<file path="config.mk">
export PLATFORM = sky130hd
export DESIGN_NAME = mem_port_arbiter
export DESIGN_NICKNAME = d
export VERILOG_FILES = /design/src/rtl/mem_port_arbiter.sv
export SDC_FILE = /design/constraint.sdc
export NUM_CORES = 1
export LEC_CHECK = 0
export ABC_AREA = 0
export BUFFER_PORTS_ARGS = -buffer_cell sky130_fd_sc_hd__buf_4
export CORE_MARGIN = 2
export CORE_UTILIZATION = 48
export CTS_CLUSTER_SIZE = 16
export DETAILED_ROUTE_END_ITERATION = 7
export HOLD_SLACK_MARGIN = 0.05
export PLACE_DENSITY = 0.85
export SLEW_MARGIN = 20
export SYNTH_ARGS = -nofsm -noshare
export SYNTH_HDL_FRONTEND = slang
export SYNTH_SLANG_ARGS = --single-unit
</file>
<file path="constraint.sdc">
create_clock -name clk -period 2.8 [get_ports clk]
set_input_delay 0.56 -clock clk [delete_from_list [all_inputs] [get_ports clk]]
set_output_delay 0.56 -clock clk [all_outputs]
set_load 0.02 [all_outputs]
</file>
<file path="src/rtl/mem_port_arbiter.sv">
// Unified memory bus arbiter between instruction fetch and load/store, with pipeline stall generation.
// Optional ack-wait timeout is enabled by defining MEM_ARB_TIMEOUT_EN.
`timescale 1ns/1ps
module mem_port_arbiter #(
    parameter int unsigned ADDR_W         = 32,
    parameter int unsigned DATA_W         = 32,
    parameter int unsigned TIMEOUT_CYCLES = 255
) (
    input  logic              clk,
    input  logic              rst,
    input  logic              if_req,
    input  logic [ADDR_W-1:0] if_addr,
    output logic [DATA_W-1:0] if_rdata,
    output logic              if_done,
    input  logic              mem_req,
    input  logic              mem_we,
    input  logic [ADDR_W-1:0] mem_addr,
    input  logic [DATA_W-1:0] mem_wdata,
    input  logic [3:0]        mem_sel,
    output logic [DATA_W-1:0] mem_rdata,
    output logic              mem_done,
    input  logic              id_stall_req,
    input  logic              flush,
    output logic              bus_req,
    output logic              bus_we,
    output logic [ADDR_W-1:0] bus_addr,
    output logic [DATA_W-1:0] bus_wdata,
    output logic [3:0]        bus_sel,
    input  logic              bus_ack,
    input  logic [DATA_W-1:0] bus_rdata,
    output logic              bus_err,
    output logic [5:0]        stall
);

    typedef enum logic [1:0] {
        IDLE      = 2'd0,
        SERVE_MEM = 2'd1,
        SERVE_IF  = 2'd2,
        DRAIN     = 2'd3
    } state_t;

    state_t              state, state_next;
    logic                bus_req_next, bus_we_next;
    logic [ADDR_W-1:0]   bus_addr_next;
    logic [DATA_W-1:0]   bus_wdata_next;
    logic [3:0]          bus_sel_next;
    logic                if_done_next, mem_done_next, err_next;
    logic [DATA_W-1:0]   if_rdata_next, mem_rdata_next;
    logic                cnt_clr;
    logic                timeout_hit;
    logic                finish;

`ifdef MEM_ARB_TIMEOUT_EN
    localparam int unsigned CNT_W = (TIMEOUT_CYCLES < 2) ? 1 : $clog2(TIMEOUT_CYCLES + 1);
    logic [CNT_W-1:0] cnt;

    // Counts un-acked request cycles; fires on the last allowed one.
    always_ff @(posedge clk) begin
        if (!rst) begin
            cnt <= '0;
        end else if (cnt_clr) begin
            cnt <= '0;
        end else if (bus_req && !bus_ack) begin
            cnt <= cnt + CNT_W'(1);
        end
    end

    assign timeout_hit = bus_req && !bus_ack && (cnt == CNT_W'(TIMEOUT_CYCLES - 1));
`else
    logic unused_timeout;
    assign unused_timeout = ^{cnt_clr, 32'(TIMEOUT_CYCLES)};
    assign timeout_hit    = 1'b0;
`endif

    assign finish = bus_ack || timeout_hit;

    always_ff @(posedge clk) begin
        if (!rst) begin
            state     <= IDLE;
            bus_req   <= 1'b0;
            bus_we    <= 1'b0;
            bus_addr  <= '0;
            bus_wdata <= '0;
            bus_sel   <= '0;
            if_done   <= 1'b0;
            mem_done  <= 1'b0;
            bus_err   <= 1'b0;
            if_rdata  <= '0;
            mem_rdata <= '0;
        end else begin
            state     <= state_next;
            bus_req   <= bus_req_next;
            bus_we    <= bus_we_next;
            bus_addr  <= bus_addr_next;
            bus_wdata <= bus_wdata_next;
            bus_sel   <= bus_sel_next;
            if_done   <= if_done_next;
            mem_done  <= mem_done_next;
            bus_err   <= err_next;
            if_rdata  <= if_rdata_next;
            mem_rdata <= mem_rdata_next;
        end
    end

    // A requester whose done is currently high is not re-accepted; it drops its request next cycle.
    always_comb begin
        state_next     = state;
        bus_req_next   = bus_req;
        bus_we_next    = bus_we;
        bus_addr_next  = bus_addr;
        bus_wdata_next = bus_wdata;
        bus_sel_next   = bus_sel;
        if_done_next   = 1'b0;
        mem_done_next  = 1'b0;
        err_next       = 1'b0;
        if_rdata_next  = if_rdata;
        mem_rdata_next = mem_rdata;
        cnt_clr        = 1'b0;

        case (state)
            IDLE: begin
                if (mem_req && !mem_done) begin
                    state_next     = SERVE_MEM;
                    bus_req_next   = 1'b1;
                    bus_we_next    = mem_we;
                    bus_addr_next  = mem_addr;
                    bus_wdata_next = mem_wdata;
                    bus_sel_next   = mem_sel;
                    cnt_clr        = 1'b1;
                end else if (if_req && !if_done && !flush) begin
                    state_next    = SERVE_IF;
                    bus_req_next  = 1'b1;
                    bus_we_next   = 1'b0;
                    bus_addr_next = if_addr;
                    bus_sel_next  = 4'hF;
                    cnt_clr       = 1'b1;
                end
            end
            SERVE_MEM: begin
                if (finish) begin
                    state_next     = IDLE;
                    bus_req_next   = 1'b0;
                    mem_done_next  = 1'b1;
                    err_next       = timeout_hit;
                    mem_rdata_next = (bus_we || timeout_hit) ? '0 : bus_rdata;
                end
            end
            SERVE_IF: begin
                if (finish) begin
                    state_next   = IDLE;
                    bus_req_next = 1'b0;
                    if (!flush) begin
                        if_done_next  = 1'b1;
                        err_next      = timeout_hit;
                        if_rdata_next = timeout_hit ? '0 : bus_rdata;
                    end
                end else if (flush) begin
                    state_next = DRAIN;
                    cnt_clr    = 1'b1;
                end
            end
            DRAIN: begin
                if (finish) begin
                    state_next   = IDLE;
                    bus_req_next = 1'b0;
                end
            end
            default: state_next = IDLE;
        endcase
    end

    // Pipeline stall vector, highest-priority hazard first.
    always_comb begin
        stall = 6'b000000;
        if (!rst) begin
            stall = 6'b000000;
        end else if (mem_req && !mem_done) begin
            stall = 6'b011111;
        end else if (id_stall_req) begin
            stall = 6'b000111;
        end else if ((if_req && !if_done) || (state == DRAIN)) begin
            stall = 6'b000011;
        end
    end

endmodule

</file>
---- After elaboration in Yosys (flattened, before gate mapping) ----
Cells that the tools add are included.
storage, ports and cells
  bits in registers ....................... 138
  logic and storage cells ................. 60
  output and inout port bits .............. 143
  input bits .............................. 140
cells by class
  bitwise logic cells ..................... 1
  equal/unequal tests ..................... 7
  mux-type cells .......................... 23
  reduce and logical (&&, ||, !) cells .... 19
operator list
  cell                                                   count
  2-to-1 mux 32 bit                                      3
  2-to-1 mux 2 bit                                       6
  2-to-1 mux 5 bit                                       2
  AND reduction 2 bit                                    5
  AND reduction 3 bit                                    3
  2-to-1 mux 4 bit                                       2
  2-to-1 mux 1 bit                                       7
  inequality test 3 bit, second input constant           2
  case mux 2 bit (3 select lines)                        1
  == test 2 bit, second input constant                   2
  inequality test 2 x 1 -> 1 bit, second input constant  2
  logical AND 1 bit                                      3
  zero test 1 bit                                        3
  2-to-1 mux 3 bit                                       1
  OR reduction 3 bit                                     1
  == test 2 x 1 -> 1 bit, second input constant          1
  zero test 2 bit                                        1
  case mux 1 bit (2 select lines)                        1
  nonzero test 2 bit                                     1
  OR reduction 2 bit                                     1
  logical OR 1 bit                                       1
  inverter 1 bit                                         1

---- Longest topological paths before layout ----
Gate-level depths: netlist of the first run.
  depth after elaboration ................. 7
  gate-level depth with buffers ........... 6
  depth with buffers taken out ............ 3

---- Worst setup path before layout of the first run ----
No wires, ideal clock.
  kind .................................... input to output
  from .................................... input port mem_req
  to ...................................... output port stall[1]
  data required time ...................... 2240 ps
  arrival ................................. 1783 ps
  path slack .............................. 457 ps
  path buffers ............................ 3
  stages .................................. 6
  cell sequence ........................... nor2b_1 buf_2 buf_2 nor2_1 a21oi_1 buf_4
on the way
  cells in the longest elaborated chain, start to end .. 3
ends and longest elaborated chain
  element             line  source
  start: declaration  15    input logic mem_req,
  logical AND 1 bit   177   end else if (mem_req && !mem_done) begin
  2-to-1 mux 5 bit    177
  2-to-1 mux 5 bit    175   if (!rst) begin
  end: declaration    32    output logic [5:0] stall
No other way between the ends.

---- Worst setup path after layout of the first run ----
  from .................................... register mem_done
  to ...................................... output port stall[4]
on the way
  cells in the longest elaborated chain, start to end .. 4
ends and longest elaborated chain
  element                   line  source
  start: declaration        21    output logic mem_done,
  start signal: assignment  98    mem_done <= mem_done_next;
  zero test 1 bit           177
  logical AND 1 bit         177
  2-to-1 mux 5 bit          177
  2-to-1 mux 5 bit          175
No other way between the ends.

==> flow_summary.json, run 1 <==
{
  "worstPathMaxFanout": 14,
  "rsz0062_at_grt": "no",
  "powerDensity_nw_per_um2": 666,
  "place_area_um2": 7380,
  "antenna_found_initial": 0,
  "p_clk_frac": 0.425,
  "post_drt_via_cell_ratio": 5.39,
  "synth_area_per_cell_um2": 9.13,
  "slowest_delay_ns": 0.51,
  "insertion_delay_ns": 0.52,
  "hold_class": "in -> reg",
  "nets": 976,
  "hold_viol": 0,
  "fin_crit_ns": 2.36,
  "cts_buffers": 17,
  "setup-violations-final": 0,
  "core_area_um2": 10800,
  "grt_max_degree": 62,
  "root_buffer": "clkbuf_8",
  "cp-endpoint": "stall[4]",
  "die-area_um2": 12000,
  "dr.first_iter.drc_count": 506,
  "p_leak_nw": 3.63,
  "first_pass_iters": 5,
  "drv_cap": 0,
  "track_usage": 0.273,
  "status": "complete, no violations",
  "synth-seq-area-share": 0.518,
  "post_cts_buffers": 0,
  "r2r-start": "mem_done",
  "crit_type": "reg -> out",
  "clkSlewWorstSetupHoldPaths_ns": 0.06,
  "switchingPower_w": 0.00133,
  "period_share": 0.843,
  "yosysUniqueCellTypes": 38,
  "critical_path_required_ns": 2.24,
  "ant_nets": 0,
  "yosys_warnings": 0,
  "drive_above_1_share": 0.409,
  "arrival_ns": 1.80,
  "fp.dieH_um": 109,
  "power_frac_comb": 0.167,
  "cp_slowest_cell": "nand2b_1",
  "vias": 5315,
  "start_util": 0.492,
  "crit_start": "mem_done",
  "reg2reg_setup_slack_ns": 0.96,
  "ir_drop_v": 0.000443,
  "grt_pass1_vias": 5180,
  "cp-start-kind": "flop",
  "overflow": 0,
  "io_buffer_count": 280,
  "setup_ws_ns": 0.440,
  "clockBufferDepth": 2,
  "dp_slack_ns": 0.773,
  "drv_slew": 0,
  "cts_tree": "built",
  "clkSinkCount": 138,
  "dp.final_hpwl_um": 12100,
  "reg2reg_to": "bus_addr[2]",
  "swShare": 0.250,
  "reg2regPathDepth": 3,
  "drt_wl_total_um": 16700,
  "netlist_instances": 584,
  "max_slew.worst_pin.slew_ns": 0.794,
  "max_freq_mhz": 424,
  "syn2layout_area_growth_pct": 49.6,
  "pwr-share-seq": 0.408,
  "cts_resized": 0,
  "fin_tns_setup_ns": 0,
  "synth-seq-cells": 138,
  "skew_ns": 0.00441,
  "worstPathCellList": "nand2b_1, nor2_1, buf_4",
  "netlist_area_um2": 5330,
  "fin_area_um2": 7970,
  "rows": 38,
  "finalWeightedCongestion": 0.840,
  "hold_buffers": 0,
  "worst_setup_path_end_kind": "primary output",
  "die_w_um": 109,
  "io_pins": 283,
  "wire_per_inst_um": 17.0,
  "max_slew_margin": 0.469,
  "h-tree-depth": 4,
  "internal-power_w": 0.00398,
  "drc": 0,
  "grt_pass1_wl_um": 25200,
  "n_antenna_cell": 0
}
## area by class of cell
cell class	instances	area, um^2
Clock inverter	8	144
Clock buffer	22	453
Tap cell	140	175
Fill cell	810	2870
Timing Repair Buffer	292	2190
Sequential cell	138	2760
Multi-Input combinational cell	385	2240
Inverter	2	7.51
## cell families (layout without fill, tap and decap cells)
kind of cell,count (synthesis),after routing,synth area share
AO/OA/AOI/OAI,221,221,0.284
buffers and inverters,62,324,0.0655
flip-flops,138,138,0.518
other,1,2,0.000704
AND/OR/NAND/NOR,162,162,0.131
## placed cells by master, fill, tap and decap left out, drive strengths merged, types with 2 or more instances in the layout
cell type and instances:
o21a 19, o221a 22, nor2 6, a22o 32
bufinv 4, clkbuf 22, inv 2, a21oi 83
conb 2, dfxtp 138, clkinv 4, o21ai 29
a211oi 14, buf 292, nand2 128, nor2b 2
nor3 14, a21o 18
## Yosys cell counts (all sizes together)
cell type / instances / share of area
dfxtp: 138 / 0.52
nand2: 128 / 0.090
a21oi: 83 / 0.080
buf: 35 / 0.046
a22o: 32 / 0.053
o21ai: 29 / 0.027
clkbuf: 25 / 0.018
o221a: 22 / 0.046
o21a: 19 / 0.027
a21o: 18 / 0.025
a211oi: 14 / 0.020
nor3: 14 / 0.013
nor2: 6 / 0.0042
inv: 2 / 0.0014
nor2b: 2 / 0.0023
a21boi: 1 / 0.0014
a22oi: 1 / 0.0014
a31oi: 1 / 0.0012
and2: 1 / 0.0012
and2b: 1 / 0.0014
and4b: 1 / 0.0019
and4bb: 1 / 0.0023
conb: 1 / 0.00070
nand2b: 1 / 0.0012
nand3: 1 / 0.00094
nand4bb: 1 / 0.0021
nor3b: 1 / 0.0014
nor4b: 1 / 0.0045
o32a: 1 / 0.0019
or2: 1 / 0.0012
or3b: 1 / 0.0016
or4b: 1 / 0.0019
## registers in the layout (all words and copies together), names as in the netlist, 2 cells and up
name,count
bus_addr,32
bus_wdata,32
if_rdata,32
mem_rdata,32
bus_sel,4
state,2
## power groups by stage
stage / registers, W / logic, W / clock network (W)
floorplan: 0.00232 / 0.000359 / 0
global placement: 0.00220 / 0.000866 / 0
detailed placement: 0.00220 / 0.000887 / 0
CTS: 0.00216 / 0.000890 / 0.00229
global route: 0.00217 / 0.000954 / 0.00238
finish: 0.00216 / 0.000889 / 0.00225
## layer usage
| layer | routed length [um] | global-route usage | part of all wire | up-vias |
|---|---|---|---|---|
| met5 | 0 | 0 | 0 | - |
| met4 | 549 | 0.138 | 0.033 | 0 |
| met3 | 937 | 0.0593 | 0.056 | 43 |
| met2 | 8830 | 0.481 | 0.53 | 210 |
| met1 | 6420 | 0.310 | 0.38 | 2503 |
| li1 | - | - | - | 2559 |
## how the worst min path moves through the flow
stage | cells past startpoint | slack (ns) | startpoint | to
floorplan | 2 | 0.53 | bus_wdata[10] | bus_wdata[10]
global placement | 2 | 0.44 | bus_wdata[5] | bus_wdata[5]
detailed placement | 2 | 0.45 | if_rdata[27] | if_rdata[27]
CTS | 2 | 0.23 | bus_rdata[16] | mem_rdata[16]
global route | 2 | 0.24 | bus_rdata[24] | mem_rdata[24]
finish | 2 | 0.25 | bus_rdata[16] | mem_rdata[16]
## metrics by stage
stage                util  hold WS [ns]  total power (W)  cells
CTS                 0.735         0.230          0.00534    987
detailed placement  0.680         0.447          0.00309    957
global placement    0.680         0.443          0.00306    957
finish              0.735         0.254          0.00531    987
floorplan               -         0.533          0.00268    585
global route        0.735         0.236          0.00551    987
## worst max-delay path, delay by kind of cell (launching register included)
family	cells	cell delay, ns
flops	1	0.47
simple gates	2	0.63
buf+inv	1	0.18
Power figures use the tool's default switching activity.
==> run 2, diff against run 1 <==
--- a/config.mk
+++ b/config.mk
@@ -8,11 +8,11 @@
 export ABC_AREA = 0
 export BUFFER_PORTS_ARGS = -buffer_cell sky130_fd_sc_hd__buf_4
 export CORE_MARGIN = 2
-export CORE_UTILIZATION = 48
+export CORE_UTILIZATION = 45
 export CTS_CLUSTER_SIZE = 16
 export DETAILED_ROUTE_END_ITERATION = 7
 export HOLD_SLACK_MARGIN = 0.05
-export PLACE_DENSITY = 0.85
+export PLACE_DENSITY = 0.8
 export SLEW_MARGIN = 20
 export SYNTH_ARGS = -nofsm -noshare
 export SYNTH_HDL_FRONTEND = slang
==> constraint.sdc (replaced) <==
create_clock -name clk -period 2.2 [get_ports clk]
set_input_delay 0.44 -clock clk [delete_from_list [all_inputs] [get_ports clk]]
set_output_delay 0.44 -clock clk [all_outputs]
set_load 0.02 [all_outputs]
==> flow_summary.json, run 2 (synthesis gave the netlist of run 1 again) <==
{
  "max_freq_mhz": 485,
  "first_pass_iters": 4,
  "ir_drop_v": 0.000716,
  "dpl.cell_count": 966,
  "worstPathMaxFanout": 11,
  "hold_buffers": 0,
  "io_pins": 283,
  "post_cts_buffers": 0,
  "hold_viol": 0,
  "drt_wl_total_um": 16500,
  "overflow": 0,
  "dr.first_iter.drc_count": 361,
  "fp.dieH_um": 113,
  "grt_pass1_vias": 5080,
  "ant_nets": 0,
  "n_antenna_cell": 0,
  "finalWeightedCongestion": 0.858,
  "drc": 0,
  "clkSinkCount": 138,
  "rows": 39,
  "h-tree-depth": 4,
  "period_share": 0.936,
  "clockBufferDepth": 2,
  "max_slew.worst_pin.slew_ns": 0.830,
  "grt_pass1_wl_um": 25600,
  "io_buffer_count": 280,
  "die-area_um2": 12700,
  "syn2layout_area_growth_pct": 50.8,
  "cts_resized": 0,
  "core_area_um2": 11500,
  "nets": 982,
  "cp-start-kind": "flop",
  "wire_per_inst_um": 16.5,
  "root_buffer": "clkbuf_16",
  "crit_type": "reg -> out",
  "antenna_found_initial": 0,
  "status": "complete, no violations",
  "max_slew_margin": 0.444,
  "rsz0062_at_grt": "no",
  "final_cells": 996,
  "fin_crit_ns": 2.06,
  "die_w_um": 113,
  "mostFrequentLayoutCell": "buf_4",
  "drv_cap": 0,
  "post_drt_via_cell_ratio": 5.40,
  "powerDensity_nw_per_um2": 843,
  "cts_tree": "built",
  "grt_max_degree": 51,
  "critical_path_required_ns": 1.76,
  "fin_tns_setup_ns": 0,
  "clkSlewWorstSetupHoldPaths_ns": 0.05,
  "start_util": 0.465,
  "arrival_ns": 1.62,
  "drive_above_1_share": 0.414,
  "skew_ns": 0.00468,
  "drv_slew": 0,
  "insertion_delay_ns": 0.41,
  "worst_setup_path_end_kind": "primary output",
  "vias": 5380,
  "p_leak_nw": 3.66,
  "hold_class": "in -> reg",
  "track_usage": 0.251,
  "cts_buffers": 17,
  "dp.final_hpwl_um": 12000,
  "layout_common_cells": "297 x buf_4, 138 x dfxtp_1, 128 x nand2_1",
  "whs_ns": 0.255,
  "setup-violations-final": 0
}
-- run 2: cell count changes in the layout (fill, tap and decap cells not counted), sizes merged --
cell      delta
clkinv       -2
bufinv       -1
buf          +6
clkbuf       +1
clkinvlp     +2
-- run 2: power by group --
| part | internal (W) | switching (W) | leakage (nW) |
|---|---|---|---|
| logic | 0.000546 | 0.000600 | 2.24 |
| registers | 0.00265 | 0.000100 | 1.13 |
| clock network | 0.00189 | 0.000997 | 0.291 |
-- run 2: area by class of cell --
type / instances / area, um^2
fillers: 868 / 3430
flip-flops and latches: 138 / 2760
repair buffers: 298 / 2250
multi-input cells: 385 / 2240
clock buffers: 23 / 488
well taps: 143 / 179
clock inverters: 7 / 115
inverters: 2 / 7.51
-- run 2: per-stage QoR --
step                power [W]  setup slack, ns  utilization  cell area (um^2)
floorplan             0.00341           0.0975            -              5330
global placement      0.00392            0.334        0.649              7440
detailed placement    0.00395            0.297        0.649              7440
CTS                   0.00681            0.106        0.701              8040
global route          0.00702           0.0603        0.701              8040
finish                0.00678            0.140        0.701              8040
-- run 2: per-layer routing --
metal,track usage,up-vias,part of all wire
met5,0,-,0
met4,0.102,0,0.029
met3,0.0664,36,0.070
met2,0.438,244,0.52
met1,0.292,2523,0.38
li1,-,2577,-
-- run 2: critical path: stages, from the launching register on --
cell and delay (ns):
dfxtp_1 0.47, nand2b_1 0.43, nor2_1 0.12, buf_4 0.19
-- run 2: final timing paths --
path / start / end / slack [ns] / cells after the start
setup / recovery: mem_done / stall[4] / 0.14 / 3
hold / removal: bus_rdata[29] / mem_rdata[29] / 0.25 / 2
setup reg to reg: mem_done / bus_addr[17] / 0.46 / 4
hold reg to reg: bus_wdata[15] / bus_wdata[15] / 0.45 / 2
